`src/rtl/fpu_sched_if.sv`:
```
// Bundle between the fpu scheduler, its two requesters and the shared fpu.
// slave: scheduler side; master: requesters plus fpu side.
interface fpu_sched_if;
    logic        r0_req;
    logic        r0_sub;
    logic [22:0] r0_a;
    logic [22:0] r0_b;
    logic        r0_ack;
    logic        r1_req;
    logic        r1_sub;
    logic [22:0] r1_a;
    logic [22:0] r1_b;
    logic        r1_ack;
    logic        fpu_add;
    logic        fpu_sub;
    logic [22:0] fpu_op1;
    logic [22:0] fpu_op2;
    logic        fpu_rst;
    logic        fpu_idle;
    logic [22:0] fpu_res;
    logic        res_valid;
    logic [22:0] res;
    logic        res_owner;
    logic        res_err;
    logic        busy;

    modport slave (
        input  r0_req, r0_sub, r0_a, r0_b,
        input  r1_req, r1_sub, r1_a, r1_b,
        input  fpu_idle, fpu_res,
        output r0_ack, r1_ack,
        output fpu_add, fpu_sub, fpu_op1, fpu_op2, fpu_rst,
        output res_valid, res, res_owner, res_err, busy
    );

    modport master (
        output r0_req, r0_sub, r0_a, r0_b,
        output r1_req, r1_sub, r1_a, r1_b,
        output fpu_idle, fpu_res,
        input  r0_ack, r1_ack,
        input  fpu_add, fpu_sub, fpu_op1, fpu_op2, fpu_rst,
        input  res_valid, res, res_owner, res_err, busy
    );
endinterface

```
`src/rtl/fpu_sched.sv`:
```
// Round-robin scheduler sharing one fpu add/sub unit between two requesters.
// Ports: clk, reset (async, active-high), bus (fpu_sched_if.slave):
//   r0_*/r1_* request/ack, fpu_* drive and status, res* tagged result, busy.
module fpu_sched #(
    parameter int TIMEOUT = 64,
    parameter int CW      = 7
) (
    input logic       clk,
    input logic       reset,
    fpu_sched_if.slave bus
);

    typedef enum logic [2:0] {
        IDLE, ISSUE, WAIT_BUSY, WAIT_DONE, RESP
    } state_t;

    state_t        state;
    state_t        state_n;
    logic [CW-1:0] wd;
    logic          wd_hit;
    logic          last;
    logic          owner;
    logic          op_sub;
    logic          grant;
    logic          pick1;
    logic          start;
    logic          done;
    logic          abort;
    logic          waiting;

    assign wd_hit = (wd == CW'(TIMEOUT - 1));

    always_ff @(posedge clk or posedge reset) begin
        if (reset) state <= IDLE;
        else       state <= state_n;
    end

    always_comb begin
        state_n = state;
        unique case (state)
            IDLE:
                if (bus.r0_req || bus.r1_req) state_n = ISSUE;
            ISSUE:
                if (bus.fpu_idle) state_n = WAIT_BUSY;
            WAIT_BUSY:
                if (wd_hit)             state_n = RESP;
                else if (!bus.fpu_idle) state_n = WAIT_DONE;
            WAIT_DONE:
                if (bus.fpu_idle || wd_hit) state_n = RESP;
            RESP:
                state_n = IDLE;
            default:
                state_n = IDLE;
        endcase
    end

    // last == 1 means r1 was served last, so r0 wins a tie
    always_comb begin
        grant   = 1'b0;
        pick1   = 1'b0;
        start   = 1'b0;
        done    = 1'b0;
        abort   = 1'b0;
        waiting = 1'b0;
        unique case (state)
            IDLE: begin
                grant = bus.r0_req | bus.r1_req;
                pick1 = bus.r1_req & (~bus.r0_req | ~last);
            end
            ISSUE:
                start = bus.fpu_idle;
            WAIT_BUSY: begin
                waiting = 1'b1;
                abort   = wd_hit;
            end
            WAIT_DONE: begin
                waiting = 1'b1;
                done    = bus.fpu_idle;
                abort   = wd_hit & ~bus.fpu_idle;
            end
            default: ;
        endcase
    end

    always_ff @(posedge clk or posedge reset) begin
        if (reset) begin
            bus.r0_ack    <= 1'b0;
            bus.r1_ack    <= 1'b0;
            bus.fpu_add   <= 1'b0;
            bus.fpu_sub   <= 1'b0;
            bus.fpu_rst   <= 1'b0;
            bus.fpu_op1   <= '0;
            bus.fpu_op2   <= '0;
            bus.res_valid <= 1'b0;
            bus.res       <= '0;
            bus.res_owner <= 1'b0;
            bus.res_err   <= 1'b0;
            bus.busy      <= 1'b0;
            wd            <= '0;
            last          <= 1'b1;
            owner         <= 1'b0;
            op_sub        <= 1'b0;
        end else begin
            bus.r0_ack    <= grant & ~pick1;
            bus.r1_ack    <= grant & pick1;
            bus.fpu_add   <= start & ~op_sub;
            bus.fpu_sub   <= start & op_sub;
            bus.fpu_rst   <= abort;
            bus.res_valid <= done | abort;
            bus.busy      <= (state_n != IDLE);
            if (grant) begin
                owner       <= pick1;
                op_sub      <= pick1 ? bus.r1_sub : bus.r0_sub;
                bus.fpu_op1 <= pick1 ? bus.r1_a : bus.r0_a;
                bus.fpu_op2 <= pick1 ? bus.r1_b : bus.r0_b;
            end
            if (start)        wd <= '0;
            else if (waiting) wd <= wd + 1'b1;
            if (done) begin
                bus.res       <= bus.fpu_res;
                bus.res_err   <= 1'b0;
                bus.res_owner <= owner;
            end else if (abort) begin
                bus.res       <= '0;
                bus.res_err   <= 1'b1;
                bus.res_owner <= owner;
            end
            if (state == RESP) last <= owner;
        end
    end

endmodule

```
`src/flat_wrapper.sv`:
```
// flat-port wrapper written by rule: the top's interface ports become plain ports
module fpu_sched_flat 
#(
    parameter int TIMEOUT = 64,
    parameter int CW      = 7
)
  (clk, reset, bus_r0_req, bus_r0_sub, bus_r0_a, bus_r0_b, bus_r1_req, bus_r1_sub, bus_r1_a, bus_r1_b, bus_fpu_idle, bus_fpu_res, bus_r0_ack, bus_r1_ack, bus_fpu_add, bus_fpu_sub, bus_fpu_op1, bus_fpu_op2, bus_fpu_rst, bus_res_valid, bus_res, bus_res_owner, bus_res_err, bus_busy);
  fpu_sched_if bus_i ();
  input logic clk;
  input logic reset;
  input wire logic [$bits(bus_i.r0_req)-1:0] bus_r0_req;
  input wire logic [$bits(bus_i.r0_sub)-1:0] bus_r0_sub;
  input wire logic [$bits(bus_i.r0_a)-1:0] bus_r0_a;
  input wire logic [$bits(bus_i.r0_b)-1:0] bus_r0_b;
  input wire logic [$bits(bus_i.r1_req)-1:0] bus_r1_req;
  input wire logic [$bits(bus_i.r1_sub)-1:0] bus_r1_sub;
  input wire logic [$bits(bus_i.r1_a)-1:0] bus_r1_a;
  input wire logic [$bits(bus_i.r1_b)-1:0] bus_r1_b;
  input wire logic [$bits(bus_i.fpu_idle)-1:0] bus_fpu_idle;
  input wire logic [$bits(bus_i.fpu_res)-1:0] bus_fpu_res;
  output wire logic [$bits(bus_i.r0_ack)-1:0] bus_r0_ack;
  output wire logic [$bits(bus_i.r1_ack)-1:0] bus_r1_ack;
  output wire logic [$bits(bus_i.fpu_add)-1:0] bus_fpu_add;
  output wire logic [$bits(bus_i.fpu_sub)-1:0] bus_fpu_sub;
  output wire logic [$bits(bus_i.fpu_op1)-1:0] bus_fpu_op1;
  output wire logic [$bits(bus_i.fpu_op2)-1:0] bus_fpu_op2;
  output wire logic [$bits(bus_i.fpu_rst)-1:0] bus_fpu_rst;
  output wire logic [$bits(bus_i.res_valid)-1:0] bus_res_valid;
  output wire logic [$bits(bus_i.res)-1:0] bus_res;
  output wire logic [$bits(bus_i.res_owner)-1:0] bus_res_owner;
  output wire logic [$bits(bus_i.res_err)-1:0] bus_res_err;
  output wire logic [$bits(bus_i.busy)-1:0] bus_busy;
  assign bus_i.r0_req = bus_r0_req;
  assign bus_i.r0_sub = bus_r0_sub;
  assign bus_i.r0_a = bus_r0_a;
  assign bus_i.r0_b = bus_r0_b;
  assign bus_i.r1_req = bus_r1_req;
  assign bus_i.r1_sub = bus_r1_sub;
  assign bus_i.r1_a = bus_r1_a;
  assign bus_i.r1_b = bus_r1_b;
  assign bus_i.fpu_idle = bus_fpu_idle;
  assign bus_i.fpu_res = bus_fpu_res;
  assign bus_r0_ack = bus_i.r0_ack;
  assign bus_r1_ack = bus_i.r1_ack;
  assign bus_fpu_add = bus_i.fpu_add;
  assign bus_fpu_sub = bus_i.fpu_sub;
  assign bus_fpu_op1 = bus_i.fpu_op1;
  assign bus_fpu_op2 = bus_i.fpu_op2;
  assign bus_fpu_rst = bus_i.fpu_rst;
  assign bus_res_valid = bus_i.res_valid;
  assign bus_res = bus_i.res;
  assign bus_res_owner = bus_i.res_owner;
  assign bus_res_err = bus_i.res_err;
  assign bus_busy = bus_i.busy;
  fpu_sched #(.TIMEOUT(TIMEOUT), .CW(CW)) u_core (.clk(clk), .reset(reset), .bus(bus_i));
endmodule
```
`config.mk`:
```
export PLATFORM = sky130hd
export DESIGN_NAME = fpu_sched_flat
export DESIGN_NICKNAME = d
export VERILOG_FILES = /design/src/rtl/fpu_sched_if.sv /design/src/rtl/fpu_sched.sv /design/src/flat_wrapper.sv
export SDC_FILE = /design/constraint.sdc
export NUM_CORES = 1
export LEC_CHECK = 0
export BUFFER_PORTS_ARGS = -buffer_cell sky130_fd_sc_hd__buf_2
export CAP_MARGIN = 0
export CORE_MARGIN = 2
export CORE_UTILIZATION = 45
export CTS_CLUSTER_DIAMETER = 80
export DETAILED_ROUTE_END_ITERATION = 7
export GPL_TIMING_DRIVEN = 0
export PLACE_DENSITY = 0.87
export SKIP_LAST_GASP = 1
export SLEW_MARGIN = 20
export SYNTH_ARGS = -nofsm -noshare
export SYNTH_HDL_FRONTEND = slang
export SYNTH_SLANG_ARGS = --single-unit
```
`constraint.sdc`:
```
create_clock -name clk -period 3.7 [get_ports clk]
set_input_delay 0.37 -clock clk [delete_from_list [all_inputs] [get_ports clk]]
set_output_delay 0.37 -clock clk [all_outputs]
set_load 0.01 [all_outputs]
```
After elaboration in Yosys (flattened, before gate mapping)
Cells that the tools add are included.
{"block": "classes", "mux": 23, "multipliers": 0, "addsub": 1, "eq_ne": 5, "magnitude_cmp": 0, "reduce_logical": 7, "div_mod_pow": 0, "bitwise": 14, "shifts": 0}
{"cell": "$mux 23", "count": 4}
{"cell": "$mux 3", "count": 5}
{"cell": "$mux 7", "count": 2}
{"cell": "$pmux 3 s4", "count": 1}
{"cell": "$mux 1", "count": 10}
{"cell": "$add 7x1->7 const B", "count": 1}
{"cell": "$eq 7x6->1 const B", "count": 1}
{"cell": "$and 1x1->1", "count": 6}
{"cell": "$eq 3x2->1 const B", "count": 2}
{"cell": "$not 1->1", "count": 5}
{"cell": "$reduce_bool 2->1", "count": 2}
{"cell": "$eq 3x1->1 const B", "count": 1}
{"cell": "$eq 3x3->1 const B", "count": 1}
{"cell": "$logic_not 3->1", "count": 1}
{"cell": "$or 1x1->1", "count": 3}
{"cell": "$reduce_bool 3->1", "count": 1}
{"cell": "$logic_or 1x1->1", "count": 2}
{"cell": "$pmux 1 s2", "count": 1}
{"cell": "$reduce_or 2->1", "count": 1}
{"block": "totals", "n_memories": 0, "register_bits": 91, "inputBits": 122, "rom_bits": 0, "ram_bits": 0, "latchBits": 0}

Longest topological paths before layout
Gate-level depths: netlist of the first run.
{"block": "logic_depth", "ltp_word": 6, "mapped_depth": 7}

Worst setup path before layout of the first run
No wires, ideal clock.
{"block": "synth_timing", "kind": "reg-to-reg", "startpoint": "register u_core.last", "endpoint": "register u_core.bus.fpu_op1[10]", "setup_time_ns": 0.126, "required_time_ns": 3.574, "t_arrival_ns": 1.409, "path_buffers": 3, "path_stages_with_launch": 7, "slack_ns": 2.165, "path_cell_list": "dfstp_2 nand2_1 and3_1 buf_2 buf_6 buf_6 a221o_1"}
{"block": "synth_via", "elab_chain_cells": 5}
{"element": "from (decl)", "line": "fpu_sched.sv:21", "text": "logic last;"}
{"element": "from (signal assigned)", "line": "fpu_sched.sv:128", "text": "if (state == RESP) last <= owner;"}
{"element": "$not 1->1", "line": "fpu_sched.sv:68", "text": "pick1 = bus.r1_req & (~bus.r0_req | ~last);"}
{"element": "$or 1x1->1", "line": "fpu_sched.sv:68"}
{"element": "$and 1x1->1", "line": "fpu_sched.sv:68"}
{"element": "$mux 1", "line": "fpu_sched.sv:65", "text": "unique case (state)"}
{"element": "$mux 23", "line": "fpu_sched.sv:114", "text": "bus.fpu_op1 <= pick1 ? bus.r1_a : bus.r0_a;"}
{"element": "to (signal assigned)", "line": "fpu_sched.sv:114"}
{"element": "to (decl)", "line": "fpu_sched_if.sv:32", "text": "output fpu_add, fpu_sub, fpu_op1, fpu_op2, fpu_rst,"}
Every way passes these cells.
A chain may end at the register's enable or synchronous reset.

Worst setup path after layout of the first run
{"block": "layout_timing", "startpoint": "register u_core.state[1]", "endpoint": "register u_core.bus.fpu_op1[19]"}
{"block": "layout_via", "elab_chain_cells": 3, "word_cells_on_any_way": 4, "cone_classes": "3 x mux; 1 x reduce/logical"}
{"element": "from (decl)", "line": "fpu_sched.sv:17", "text": "state_t state;"}
{"element": "from (signal assigned)", "line": "fpu_sched.sv:35", "text": "else state <= state_n;"}
{"element": "$logic_not 3->1 (*)", "line": "fpu_sched.sv:65"}
{"element": "$mux 1", "line": "fpu_sched.sv:65"}
{"element": "$mux 23", "line": "fpu_sched.sv:114"}
Mark *: on every way between the ends. The rest lies on a longest branch, timed or not.

==> results of run 1 <==
path summary, 6_finish.rpt:
path | endpoint | cells after the start | slack [ns] | startpoint
min in group clk | u_core.bus.res[8] | 2 | 0.21 | bus_fpu_res[8]
max | u_core.bus.fpu_op1[19] | 5 | 1.79 | u_core.state[1]
min | u_core.bus.res[21] | 2 | 0.02 | reset
max reg2reg | u_core.bus.fpu_op1[19] | 5 | 1.79 | u_core.state[1]
min reg2reg | u_core.bus.fpu_add | 1 | 0.47 | u_core.op_sub
max in group asynchronous | u_core.last | 3 | 2.99 | reset
worst max-delay path: stages (launching register included):
cell	delay, ns
dfrtp_1	0.37
buf_2	0.16
nor3_2	0.35
clkbuf_1	0.42
a21boi_0	0.20
a221o_1	0.30
placed cells by master (no fill, tap or decap), types with 3 or more instances in the layout:
master and count:
a21boi_0 47, a221o_1 47, buf_2 209, buf_4 5, clkbuf_1 12, clkbuf_8 9, clkinvlp_4 3, dfrtp_1 90
nand2_1 30, nand2b_1 3, nand3_1 4, nor2_1 5, nor3_1 3, o21ai_0 6, o2bb2ai_1 23, or3_1 3
power by group through the flow:
stage | logic (mW) | clock network, mW | registers [mW]
4_1_cts | 1.78 | 0.647 | 1.66
2_1_floorplan | 0.913 | 0 | 1.83
6_report | 1.76 | 0.631 | 1.66
5_1_grt | 1.94 | 0.685 | 1.71
3_5_place_dp | 1.79 | 0 | 1.66
3_3_place_gp | 1.71 | 0 | 1.65
flip-flops by register name (all words and copies together) (netlist names):
name,flops
u_core.bus.fpu_sub,1
u_core.bus.fpu_add,1
u_core.wd,7
u_core.op_sub,1
u_core.bus.r0_ack,1
u_core.state,3
u_core.bus.fpu_rst,1
u_core.bus.res,23
u_core.bus.res_owner,1
u_core.last,1
u_core.bus.r1_ack,1
u_core.bus.res_err,1
u_core.bus.busy,1
u_core.owner,1
u_core.bus.res_valid,1
u_core.bus.fpu_op1,23
u_core.bus.fpu_op2,23
per-layer routing:
metal,up-vias,routed length [um]
met5,-,0
met4,0,129
met3,15,697
met2,155,5197
met1,1692,4490
li1,1632,-
stage by stage:
step / utilization [%] / power (mW) / setup slack, ns / std cells / hold WS [ns]
after global routing: 63.14 / 4.329 / 1.670 / 638 / 0.04569
after global placement: 60.56 / 3.370 / 0.06042 / 621 / 0.4468
final: 63.14 / 4.052 / 1.786 / 638 / 0.02389
after floorplan: - / 2.739 / 0.9680 / 317 / 0.4106
after detailed placement: 60.92 / 3.449 / 1.762 / 622 / 0.4346
after CTS: 63.14 / 4.084 / 1.807 / 638 / 0.03204
cell type report:
class                           count  area, um2
Sequential cell                    91       2278
Inverter                            3      13.76
Clock buffer                        9      123.9
Tap cell                          105      131.4
Fill cell                         676       3059
Clock inverter                      7      60.06
Buffer                             29      155.1
Multi-Input combinational cell    194       1454
Timing Repair Buffer              200       1023
cell families after synthesis:
kind of cell | count (synthesis) | synth area share (%)
adder cells (fa/ha/maj) | 1 | 0.3209
buffers and inverters | 32 | 4.268
XOR/XNOR | 1 | 0.2247
AO/OA/AOI/OAI | 132 | 28.75
multiplexers | 3 | 0.8344
AND/OR/NAND/NOR | 57 | 7.157
flip-flops | 91 | 58.44
==> impl_metrics.tcl, run 1 <==
set metrics [dict create \
    die_area_um2 9425 \
    cap_violations 0 \
    ir_drop_v 0.0003494 \
    fin_crit_sh_pct 51.74 \
    vias 3494 \
    initial_core_util_pct 46.98 \
    worstPathRequired_ns 3.94 \
    clock_skew_ns 0.01563 \
    wl_mm 10.52 \
    relSlewSlack_pct 68.81 \
    seqPwrFrac_pct 40.9 \
    combPwrFrac_pct 43.5 \
    cts_root_buffer "clkbuf_8" \
    hold_path.class "input port to asynchronous set/reset pin" \
    ys_warn_count 0 \
    rsz0062_at_grt "no" \
    post-synth-top-area-cell "dfrtp_1" \
    grt_overflow 0 \
    grt_usage_pct 22.41 \
    setup_tns_ns 0 \
    crit_arrival_ns 2.15 \
    power_density_nw_per_um2 773.3 \
    synthTopCellsByCount "dfrtp_1, a21boi_0, a221o_1, nand2_1, o2bb2ai_1" \
    hpwl_mm 7.895 \
    synthCells 317 \
    io-pin-count 200 \
    clock_sink_count 91 \
    tightest_slew_ns 0.4679 \
    wl_per_cell_um 16.48 \
    swShare_pct 37.83 \
    antenna_found_initial 0 \
    drv_slew 0 \
    power_switching_mw 1.533 \
    cts_hold_buf 0 \
    synth.distinct_cells 35 \
    io_buffer_count 199 \
    intPower_mw 2.519 \
    setup_violations 0 \
    timing.fmax_mhz 522.4 \
    syn_area_um2 3899 \
    synth_area_per_cell_um2 12.30 \
    ys_top_cells_by_area "dfrtp_1, a221o_1, a21boi_0" \
    grt_util_met1_pct 28.77 \
    ys_seq_area_share_pct 58.44 \
    htree_levels 3 \
    p_leak_nw 2.664 \
    drt_pass1_iterations 4 \
    grt_pass1_wl_mm 17.35 \
    cts_tree "yes" \
    synth-async-reset-ratio_pct 100.0 \
    cts_resized 0 \
    grt_pass1_vias 3587 \
    cts_setup_buffers 0 \
    place_congestion 0.8266 \
    timing.final.hold_violations 0 \
    synth_edf_count 0 \
    synth.ff_latch_count 91 \
    numCtsBuffers 9 \
    crit_path_end_kind "flop" \
    synth-main-ff-cell "dfrtp_1" \
    postPlaceCellArea_um2 5056 \
    drc 0 \
    ant_nets 0 \
    core_region_area_um2 8299 \
    pwr-share-clk_pct 15.6 \
    layout.nets 651 \
    clockBufferDepth 2 \
    grt_busiest_layer "met2" \
    die_w_um 97.08 \
    vias_per_cell 5.476 \
    area_growth_pct 34.40 \
    cts.clk_slew.worst_paths_ns 0.10 \
    synth_nets 440 \
    gr-usage-met3_pct 5.252 \
    insertedDiodeCount 0 \
    grtUsageMet2_pct 37.93 \
    fin_crit_ns 1.914 \
    postLayoutCellArea_um2 5240 \
    row_count 33 \
    final_layout_size_suffix_gt1_share_pct 45.03 \
    grt_max_degree 57 \
    die-height_um 97.08 \
    synth.most_common_cell "dfrtp_1" \
    cp-start-kind "flop" \
    status "complete, no violations" \
    drtIter0Drc 182 \
    critPathMaxFanout 10 \
    synth_top_area_share_pct 57.77 \
    path_class "flop to flop" \
    clk_latency_ns 0.35 \
]
Power figures use the tool's default switching activity.
==> run 2, diff against run 1 <==
- clock period: 3.7 -> 1.82 ns (I/O delays scaled with it)
==> run 2 against run 1 <==
  * Clock power grew 140%
  * Clock skew grew 0.00087 ns
  * First-iteration DRC count down 26%
  * Sequential cell count did not move
  * Largest cell class unchanged
  * Largest power group unchanged
==> impl_metrics.tcl, run 2 (synthesis results as in run 1) <==
set metrics [dict create \
    status "complete, no violations" \
    hpwl_mm 8.322 \
    drt_pass1_iterations 4 \
    ant_nets 0 \
    layout_common_cells "buf_2, dfrtp_1, a21boi_0, a221o_1, nand2_1" \
    cp-start-kind "flop" \
    crit_arrival_ns 1.99 \
    io-pin-count 200 \
    critPathMaxFanout 5 \
    numCtsBuffers 9 \
    io_buffer_count 199 \
    path_class "flop to flop" \
    grt_pass1_wl_mm 17.94 \
    vias 3576 \
    fin_crit_ns 1.748 \
    cts_tree "yes" \
    cts_root_buffer "clkbuf_8" \
    timing.final.hold_violations 0 \
    clk_latency_ns 0.36 \
    grt_usage_pct 23.28 \
    power_density_nw_per_um2 1608 \
    layout.nets 655 \
    drc 0 \
    crit_path_end_kind "flop" \
    place_congestion 0.8278 \
    cts.clk_slew.worst_paths_ns 0.09 \
    final_common_cell "buf_2" \
    timing.fmax_mhz 572.2 \
    dpl.cell_count 623 \
    row_count 33 \
    fin_crit_sh_pct 96.03 \
    setup_violations 0 \
    rsz0062_at_grt "yes" \
    clock_sink_count 91 \
    drtIter0Drc 135 \
    cap_violations 0 \
    initial_core_util_pct 46.98 \
    p_leak_nw 2.735 \
    clockBufferDepth 2 \
    die_area_um2 9425 \
    tightest_slew_ns 0.7431 \
    die_w_um 97.08 \
    hold_path.class "input port to flop" \
    relSlewSlack_pct 50.36 \
    grt_overflow 0 \
    reg_top3 "u_core.bus.fpu_op1: 23 flops, u_core.bus.fpu_op2: 23 flops, u_core.bus.res: 23 flops" \
    power_mw 8.591 \
    worstPathRequired_ns 2.06 \
    core_region_area_um2 8299 \
    wl_per_cell_um 17.25 \
    grt_pass1_vias 3712 \
    drv_slew 0 \
    setup_tns_ns 0 \
    htree_levels 3 \
    area_growth_pct 37.00 \
    postLayoutCellArea_um2 5341 \
    ir_drop_v 0.0007220 \
    stdcell_count 642 \
    n_fill_cell 670 \
    vias_per_cell 5.570 \
    final_layout_size_suffix_gt1_share_pct 46.00 \
    grt_max_degree 35 \
    antenna_found_initial 0 \
    wl_mm 11.08 \
    postPlaceCellArea_um2 5070 \
    die-height_um 97.08 \
    clock_skew_ns 0.01650 \
    insertedDiodeCount 0 \
]
[run 2: changes by cell type in the layout (fill, tap and decap cells not counted), moves of 2 or more]
| cell | delta |
|---|---|
| clkbuf_1 | -4 |
| clkbuf_2 | +4 |
| buf_12 | +2 |
| buf_4 | +2 |
| bufinv_16 | +2 |
| nor3_2 | -2 |
| nor3_4 | +2 |
[run 2: path summary, 6_finish.rpt]
path | end | cells past startpoint | start | slack [ns]
setup / recovery | u_core.bus.res_owner | 4 | u_core.wd[0] | 0.07
hold / removal | u_core.bus.res[3] | 2 | bus_fpu_res[3] | 0.02
setup reg to reg | u_core.bus.res_owner | 4 | u_core.wd[0] | 0.07
hold reg to reg | u_core.bus.fpu_add | 1 | u_core.op_sub | 0.49
max in group asynchronous | u_core.bus.res[13] | 5 | reset | 0.52
min in group asynchronous | u_core.bus.fpu_op2[0] | 3 | reset | 0.48
[run 2: where the power goes]
group	switching, mW	total [mW]	internal, mW
clock network	0.753	1.54	0.786
registers	0.480	3.38	2.90
logic	1.93	3.67	1.74
total	3.16	8.59	5.43
[run 2: through the flow]
step | utilization [%] | setup slack, ns | hold slack, ns
after floorplan | - | 0.2850 | 0.3061
after global placement | 60.61 | 0.008617 | 0.3918
after detailed placement | 61.09 | -0.05270 | 0.3467
after CTS | 63.94 | -0.0001108 | 0.01005
after global routing | 64.36 | -0.02170 | 0.01935
final | 64.36 | 0.07233 | 0.02390
[run 2: area by class of cell]
cell class,count,area [um2],area share [%]
clock buffers,9,123.9,2.319
well taps,105,131.4,2.460
repair buffers,204,1061,19.86
clock inverters,7,98.84,1.851
plain buffers,29,166.4,3.115
flip-flops and latches,91,2278,42.66
inverters,3,15.01,0.2811
multi-input cells,194,1466,27.45
[run 2: what timing repair did]
item,in CTS,in global routing
endpoints found under the hold margin,33,0
resized for setup,2,9
buffers inserted,0,2
pin swaps,0,2
endpoints found under the setup margin,27,61
hold buffers,1,0
[run 2: metal layers]
metal	vias to the layer above	track usage, %	routed length [um]	share of wire [%]
li1	1648	-	-	-
met1	1757	28.08	4538	41
met2	155	41.35	5645	51
met3	16	4.676	693	6.3
met4	0	8.342	199	1.8
met5	-	0	0	0
[run 2: critical path: stages (launching register included)]
cell	delay, ns
dfrtp_1	0.40
ha_1	0.21
nand4b_1	0.27
o31ai_1	0.38
mux2_2	0.37
==> run 3, diff against run 2 <==
- CORE_ASPECT_RATIO: default -> 1.75
==> run 3 against run 2 <==
  * Die area is 0.31% higher
  * Clock power grew 13%
  * Largest power group unchanged
  * Largest cell class unchanged
  * Clock skew down 0.0078 ns
  * Global-route usage up 0.27 points
  * Sequential share of layout area down 0.49 points
  * First-iteration DRC count up 38%
  * Non-clock buffer count is the same
  * Highest routed layer is now met5
  * Utilization shrank 1.2 points
  * Via count is 1.1% lower
  * Combinational power increased by 1%
==> impl_metrics.tcl, run 3 (synthesis results as in run 1) <==
set metrics [dict create \
    numCtsBuffers 9 \
    critPathMaxFanout 10 \
    cts_tree "yes" \
    path_class "flop to flop" \
    setup_tns_ns 0 \
    timing.final.hold_violations 0 \
    fin_crit_sh_pct 94.71 \
    seqPwrFrac_pct 38.4 \
    cp_slowest_cell "dfrtp_1" \
    hold_start "bus_fpu_res[4]" \
    cpLargestDelayFamily "simple AND/OR/NAND/NOR gates" \
    status "complete, no violations" \
    power_switching_mw 3.167 \
    area_growth_pct 38.61 \
    reg_top3 "u_core.bus.fpu_op1: 23 flops, u_core.bus.fpu_op2: 23 flops, u_core.bus.res: 23 flops" \
    worstPathRequired_ns 2.03 \
    cp-startpoint "u_core.wd[0]" \
    cap_violations 0 \
    final_common_cell "buf_2" \
    path_cells "ha_1 > nand4b_1 > nor3_2 > buf_2 > o2bb2ai_1" \
    postPlaceCellArea_um2 5085 \
    p_leak_nw 2.743 \
    clk_latency_ns 0.33 \
    vias 3537 \
    core_region_area_um2 8558 \
    ir_drop_v 0.0008983 \
    wl_per_cell_um 16.80 \
    crit_arrival_ns 1.93 \
    tightest_slew_ns 0.6476 \
    rsz0062_at_grt "yes" \
    cts.clk_slew.worst_paths_ns 0.06 \
    clock_sink_count 91 \
    hold_path.class "input port to flop" \
    swShare_pct 35.84 \
    rr_startpoint "u_core.wd[0]" \
    path_buf_inv 1 \
    place_congestion 0.7832 \
    grt_usage_pct 23.56 \
    power_density_nw_per_um2 1635 \
    drtIter0Drc 186 \
    initial_core_util_pct 45.56 \
    hpwl_mm 8.287 \
    die_area_um2 9453 \
    fin_crit_ns 1.724 \
    ant_nets 0 \
    layout_common_cells "buf_2, dfrtp_1, a21boi_0, a221o_1, nand2_1" \
    slowest_delay_ns 0.39 \
    wl_mm 10.98 \
    drt_pass1_iterations 4 \
    drc 0 \
    row_count 45 \
    place_ws_ns -0.06428 \
    pwr-share-clk_pct 19.7 \
    drv_slew 0 \
    crit_path_end_kind "flop" \
    setup_violations 0 \
    combPwrFrac_pct 41.9 \
    clock_skew_ns 0.008684 \
    relSlewSlack_pct 56.73 \
    cts_root_buffer "clkbuf_16" \
    cp-start-kind "flop" \
    grt_pass1_wl_mm 17.26 \
    io-pin-count 200 \
    antenna_found_initial 0 \
    grt_pass1_vias 3592 \
    htree_levels 3 \
    fin_ws_ns 0.09620 \
    postLayoutCellArea_um2 5404 \
    final_layout_size_suffix_gt1_share_pct 45.44 \
    holdWs_ns 0.05263 \
    clockBufferDepth 2 \
    vias_per_cell 5.408 \
    die-height_um 127.1 \
    io_buffer_count 199 \
    power_mw 8.836 \
    layout.nets 655 \
    grt_overflow 0 \
    grt_max_degree 34 \
    insertedDiodeCount 0 \
    die_w_um 74.36 \
    n_fill_cell 727 \
    timing.fmax_mhz 580.1 \
    intPower_mw 5.670 \
]
-- run 3: changes by cell type in the layout (fill, tap and decap cells not counted), moves of 2 or more --
cell,change
clkbuf_2,-2
bufinv_16,-2
clkbuf_8,-7
clkbuf_1,+3
inv_6,-3
clkbuf_16,+9
-- run 3: layout make-up --
class | count | area, um2 | share of cell area (%)
buffer | 29 | 160.2 | 2.964
tap | 117 | 146.4 | 2.709
clock buffer | 12 | 256.5 | 4.746
inverter | 3 | 15.01 | 0.2778
clock inverter | 4 | 26.28 | 0.4862
timing repair buffer | 204 | 1061 | 19.63
multi-input combinational | 194 | 1460 | 27.02
sequential | 91 | 2278 | 42.16
-- run 3: metal layers --
metal / GRT usage [%] / routed length (um) / vias to the layer above
li1: - / - / 1648
met5: 0 / 6 / -
met4: 9.244 / 212 / 2
met2: 42.01 / 5869 / 164
met3: 3.155 / 607 / 19
met1: 27.79 / 4288 / 1704
-- run 3: per-stage QoR --
stage | utilization [%] | std cells
after floorplan | - | 317
after global placement | 58.95 | 633
after CTS | 62.94 | 652
after global routing | 63.14 | 654
final | 63.14 | 654
after detailed placement | 59.42 | 635
-- run 3: final timing paths --
kind / end / slack, ns / cells after the start
worst max register to register: u_core.bus.res[18] / 0.1 / 5
worst min-delay path: u_core.bus.res[4] / 0.05 / 2
worst max-delay path: u_core.bus.res[18] / 0.1 / 5
min in group asynchronous: u_core.bus.res[18] / 0.48 / 3
worst min register to register: u_core.wd[5] / 0.48 / 1
max in group asynchronous: u_core.bus.fpu_op2[20] / 0.77 / 4
-- run 3: what timing repair did --
item | in CTS | in global routing
endpoints found under the setup margin | 29 | 53
setup buffers | 0 | 2
gates cloned | 0 | 0
hold endpoints to repair | 25 | 0
pin swaps | 0 | 1
resized for setup | 2 | 4
hold buffers | 1 | 0
-- run 3: power by group through the flow --
| stage | clock network (mW) | logic, mW | registers (mW) |
|---|---|---|---|
| floorplan | 0 | 1.86 | 3.71 |
| CTS | 1.78 | 3.69 | 3.39 |
| finish | 1.74 | 3.71 | 3.39 |
| global route | 1.87 | 4.08 | 3.51 |
| global placement | 0 | 3.51 | 3.35 |
| detailed placement | 0 | 3.66 | 3.39 |
